File: src/rtl/alu_issue_unit.sv
// alu_issue_unit: sequencing front-end for the 4-bit combinational ALU.
// Accepts instructions over valid/ready and reads operands from a small
// register file. It drives the ALU inputs for one cycle, then writes the
// ALU result and carry back. The register file always has 4 entries,
// so register addresses are 2 bits wide.
module alu_issue_unit #(
  parameter int WIDTH = 4,
  parameter int NREGS = 4
) (
  input  logic             clk,
  input  logic             rst,
  input  logic             instr_valid,
  output logic             instr_ready,
  input  logic             instr_load,
  input  logic [WIDTH-1:0] instr_imm,
  input  logic [1:0]       instr_op,
  input  logic [1:0]       instr_pass,
  input  logic             instr_use_carry,
  input  logic [1:0]       instr_src_a,
  input  logic [1:0]       instr_src_b,
  input  logic [1:0]       instr_dst,
  output logic [WIDTH-1:0] alu_A,
  output logic [WIDTH-1:0] alu_B,
  output logic             alu_cin,
  output logic             alu_pass_A,
  output logic             alu_pass_B,
  output logic [1:0]       alu_opcode,
  input  logic [WIDTH-1:0] alu_out,
  input  logic             alu_cout,
  output logic             res_valid,
  output logic [WIDTH-1:0] res_data,
  output logic             res_cout,
  output logic [1:0]       res_dst,
  output logic             carry_flag,
  input  logic [1:0]       rd_addr,
  output logic [WIDTH-1:0] rd_data
);

  typedef enum logic {
    IDLE = 1'b0,
    EXEC = 1'b1
  } state_t;

  state_t           r_state;
  logic [WIDTH-1:0] r_regFile [NREGS];
  logic [1:0]       r_dst;
  logic             r_carryFlag;
  logic [WIDTH-1:0] r_aluA;
  logic [WIDTH-1:0] r_aluB;
  logic [1:0]       r_aluOpcode;
  logic             r_aluCin;
  logic             r_aluPassA;
  logic             r_aluPassB;
  logic             r_resValid;
  logic [WIDTH-1:0] r_resData;
  logic             r_resCout;
  logic [1:0]       r_resDst;

  logic             w_passA;
  logic             w_passB;
  logic             w_cinSel;

  // Decode the pass field and carry selection for the instruction being offered
  always_comb begin
    w_passA  = (instr_pass == 2'b01) || (instr_pass == 2'b11);
    w_passB  = (instr_pass == 2'b10);
    w_cinSel = instr_use_carry ? r_carryFlag : 1'b0;
  end

  // Two-state sequencer: issue in IDLE, retire the ALU result in EXEC
  always_ff @(posedge clk) begin
    if (rst) begin
      r_state     <= IDLE;
      for (int i = 0; i < NREGS; i++) begin
        r_regFile[i] <= '0;
      end
      r_dst       <= '0;
      r_carryFlag <= 1'b0;
      r_aluA      <= '0;
      r_aluB      <= '0;
      r_aluOpcode <= 2'b00;
      r_aluCin    <= 1'b0;
      r_aluPassA  <= 1'b0;
      r_aluPassB  <= 1'b0;
      r_resValid  <= 1'b0;
      r_resData   <= '0;
      r_resCout   <= 1'b0;
      r_resDst    <= '0;
    end else begin
      r_resValid <= 1'b0;
      case (r_state)
        IDLE: begin
          if (instr_valid && instr_load) begin
            r_regFile[instr_dst] <= instr_imm;
          end else if (instr_valid) begin
            r_aluA      <= r_regFile[instr_src_a];
            r_aluB      <= r_regFile[instr_src_b];
            r_aluOpcode <= instr_op;
            r_aluPassA  <= w_passA;
            r_aluPassB  <= w_passB;
            r_aluCin    <= w_cinSel;
            r_dst       <= instr_dst;
            r_state     <= EXEC;
          end
        end
        EXEC: begin
          r_regFile[r_dst] <= alu_out;
          r_carryFlag      <= alu_cout;
          r_resData        <= alu_out;
          r_resCout        <= alu_cout;
          r_resDst         <= r_dst;
          r_resValid       <= 1'b1;
          r_state          <= IDLE;
        end
        default: r_state <= IDLE;
      endcase
    end
  end

  assign instr_ready = (r_state == IDLE);
  assign alu_A       = r_aluA;
  assign alu_B       = r_aluB;
  assign alu_opcode  = r_aluOpcode;
  assign alu_cin     = r_aluCin;
  assign alu_pass_A  = r_aluPassA;
  assign alu_pass_B  = r_aluPassB;
  assign res_valid   = r_resValid;
  assign res_data    = r_resData;
  assign res_cout    = r_resCout;
  assign res_dst     = r_resDst;
  assign carry_flag  = r_carryFlag;
  assign rd_data     = r_regFile[rd_addr];

endmodule

File: config.mk
export PLATFORM = sky130hd
export DESIGN_NAME = alu_issue_unit
export DESIGN_NICKNAME = d
export VERILOG_FILES = /design/src/rtl/alu_issue_unit.sv
export SDC_FILE = /design/constraint.sdc
export NUM_CORES = 1
export LEC_CHECK = 0
export BUFFER_PORTS_ARGS = -buffer_cell sky130_fd_sc_hd__buf_4
export CAP_MARGIN = 20
export CORE_MARGIN = 5
export CORE_UTILIZATION = 51
export DETAILED_ROUTE_END_ITERATION = 10
export PLACE_DENSITY = 0.87
export SYNTH_ARGS = -nofsm -noshare
export SYNTH_HDL_FRONTEND = slang
export SYNTH_SLANG_ARGS = --single-unit
File: constraint.sdc
create_clock -name clk -period 1.7 [get_ports clk]
set_input_delay 0.085 -clock clk [delete_from_list [all_inputs] [get_ports clk]]
set_output_delay 0.085 -clock clk [all_outputs]
set_load 0.01 [all_outputs]
==> results.ini <==
[run_status]
status=finished, final reports clean

[yosys]
synth.area.mux_share=0.152
yosysWarnings=0
synth_adder_area_share=0
synthesis.area_mm2=0.00191
synthSimpleGateAreaFrac=0.190
yosys.area.top_type_share=0.252
synth_seq_cells=40
yosys.area_share.xor_xnor=0
synth_top_family_by_area=simple AND/OR/NAND/NOR gates
synth_cell_types=30
synthesis.nets=198
synth_area_leader_cell=dfxtp_1
synth_compound_area_frac=0.0978
netlist_instances=172
synthTopCellsByArea=dfxtp_1 25%, edfxtp_1 25%, mux4_2 14%, nand2_1 7.9%, a21oi_1 5.5%
yosysSeqAreaShare=0.504
syn_area_per_cell_um2=11.1

[grt]
grtUsageTotal=0.172
grt_pass1_wl_mm=6.80
grt_max_degree=33
antenna_found_initial=0
grt_pass1_vias=1477
grt_overflow=0

[worst_setup_path]
critPathMaxFanout=10
r2r-start=r_state
cp-end-kind=flop
arrival_ns=1.49
crit_path_start_kind=flop
path_buf_inv=0
path_cells=nand4bb_1 -> a221oi_2 -> or2_2
crit_type=flop to flop
crit_slowest_cell=dfxtp_1
cp_top_family=simple AND/OR/NAND/NOR gates
crit_start=r_state
crit_required_ns=1.71
max_stage_delay_ns=0.38

[die]
num_io_pins=53
fp.dieH_um=71.1
core_area_mm2=0.00363
die_w_um=71.1
start_util=0.524
fp-row-count=22
dieArea_mm2=0.00506

[detailed_routing]
wl_per_cell_um=14.9
drc=0
firstDrtPassIters=4
ant_nets=0
vias_per_cell=5.35
num_vias=1460
routed_wl_mm=4.08
drt_first_iter_violations=61

[clocking]
cts_hold_buf=0
clock_latency_ns=0.30
htree_levels=2
cts.sinks=40
cts_made_buffers=5
cts_root_buf=clkbuf_8
path_clk_slew_ns=0.08
cts_tree=done
cts_setup_buffers=0
clockBufferDepth=2
cts-resized-gates=0

[place]
io_buffers=52
gp_congestion=0.769
dp_hpwl_mm=3.15

[layout]
diodes=0
drive_gt1_frac=0.364
n_fill_cell=297
layout_commonest_cell=buf_4
mostFrequentLayoutCells=56 x buf_4, 40 x nand2_1, 24 x dfxtp_1, 21 x a21oi_1, 16 x edfxtp_1
nets=250
syn_to_final_growth_pct=27.0

[timing]
period_share=0.871
worst_pin_slew_ns=0.565
fin_tns_setup_ns=0
hold_viol=0
fmax_mhz=675
finClkSkew_ns=0.00735
maxSlewHeadroom=0.623
holdWs_ns=0.0359
maxSlewViolCount=0
setup_viol=0
rsz0062_at_grt=no
min_period_ns=1.48

[power]
vdd_drop_max_v=0.000445
p_int_uw=1600
swShare=0.235
switchingPower_uw=492
p_per_area_mw_per_mm2=866
total_leakage_power_uw=0.000974
pwr-share-seq=0.508
power_frac_comb=0.129
pwr-share-clk=0.363

[hold_path]
min_from=instr_op[1]
hp-class=input port to flop

[job]
drv_cap=0

-- kinds of logic after synthesis --
| kind of cell | after synthesis |
|---|---|
| multiplexers | 14 |
| flip-flops | 40 |
| AO/OA/AOI/OAI | 29 |
| buffers and inverters | 17 |
| AND/OR/NAND/NOR | 72 |
-- routing by layer --
layer,global-route usage,part of all wire
met1,0.193,0.39
met2,0.299,0.51
met3,0.0355,0.061
met4,0.102,0.035
met5,0,0
-- worst reg2reg max path: stages, from the launching register on --
cell       delay (ns)
dfxtp_1          0.38
nand4bb_1        0.28
a221oi_2         0.33
or2_2            0.20
-- worst paths after layout --
check	end	slack, ns	cells past startpoint
worst min-delay path	alu_opcode[1]	0.04	3
worst max register to register	r_regFile[2][0]	0.22	3
worst max-delay path	r_regFile[2][0]	0.22	3
worst min register to register	alu_pass_B	0.45	2
-- through the flow --
step	cell area, µm²	utilization	setup WS, ns	cells	power (µW)
3_5_place_dp	2300	0.634	0.242	265	1360
6_report	2420	0.666	0.219	273	2100
2_1_floorplan	1910	-	0.261	172	1240
5_1_grt	2420	0.666	0.107	273	2170
3_3_place_gp	2300	0.634	0.266	265	1350
4_1_cts	2420	0.666	0.224	273	2100
-- sequential cells by signal, indices dropped and copies added (netlist names) --
name	flops
res_data	4
r_regFile	16
res_dst	2
alu_pass_A	1
alu_B	4
res_cout	1
alu_A	4
alu_pass_B	1
alu_cin	1
res_valid	1
r_dst	2
alu_opcode	2
r_state	1
-- cells in the mapped netlist (all sizes together) --
| cell type | n |
|---|---|
| o2111ai | 1 |
| edfxtp | 16 |
| nor4bb | 1 |
| nand3 | 1 |
| nand4bb | 1 |
| clkbuf | 1 |
| nor2 | 12 |
| nand2b | 1 |
| a21oi | 21 |
| a21o | 4 |
| nand2 | 40 |
| o221ai | 1 |
| or3b | 1 |
| buf | 10 |
| a31oi | 1 |
| inv | 6 |
| nor3b | 1 |
| nor2b | 2 |
| and2 | 4 |
| a221oi | 1 |
| mux2i | 2 |
| and4bb | 1 |
| nand3b | 1 |
| mux4 | 12 |
| nand4b | 5 |
| dfxtp | 24 |
| or2 | 1 |
-- final cells by class --
type,instances,area [µm²],area share
multi-input cells,115,840,0.347
inverters,6,22.5,0.00931
well taps,48,60.1,0.0248
clock inverters,1,8.76,0.00362
repair buffers,56,420,0.174
clock buffers,7,108,0.0445
flip-flops and latches,40,961,0.397
-- power groups by stage --
stage | clock network, µW | registers, µW | logic, µW
global route | 803 | 1070 | 296
floorplan | 0 | 1080 | 152
CTS | 762 | 1060 | 274
detailed placement | 0 | 1090 | 273
finish | 760 | 1070 | 271
global placement | 0 | 1080 | 270
(Power assumes the default switching activity.)
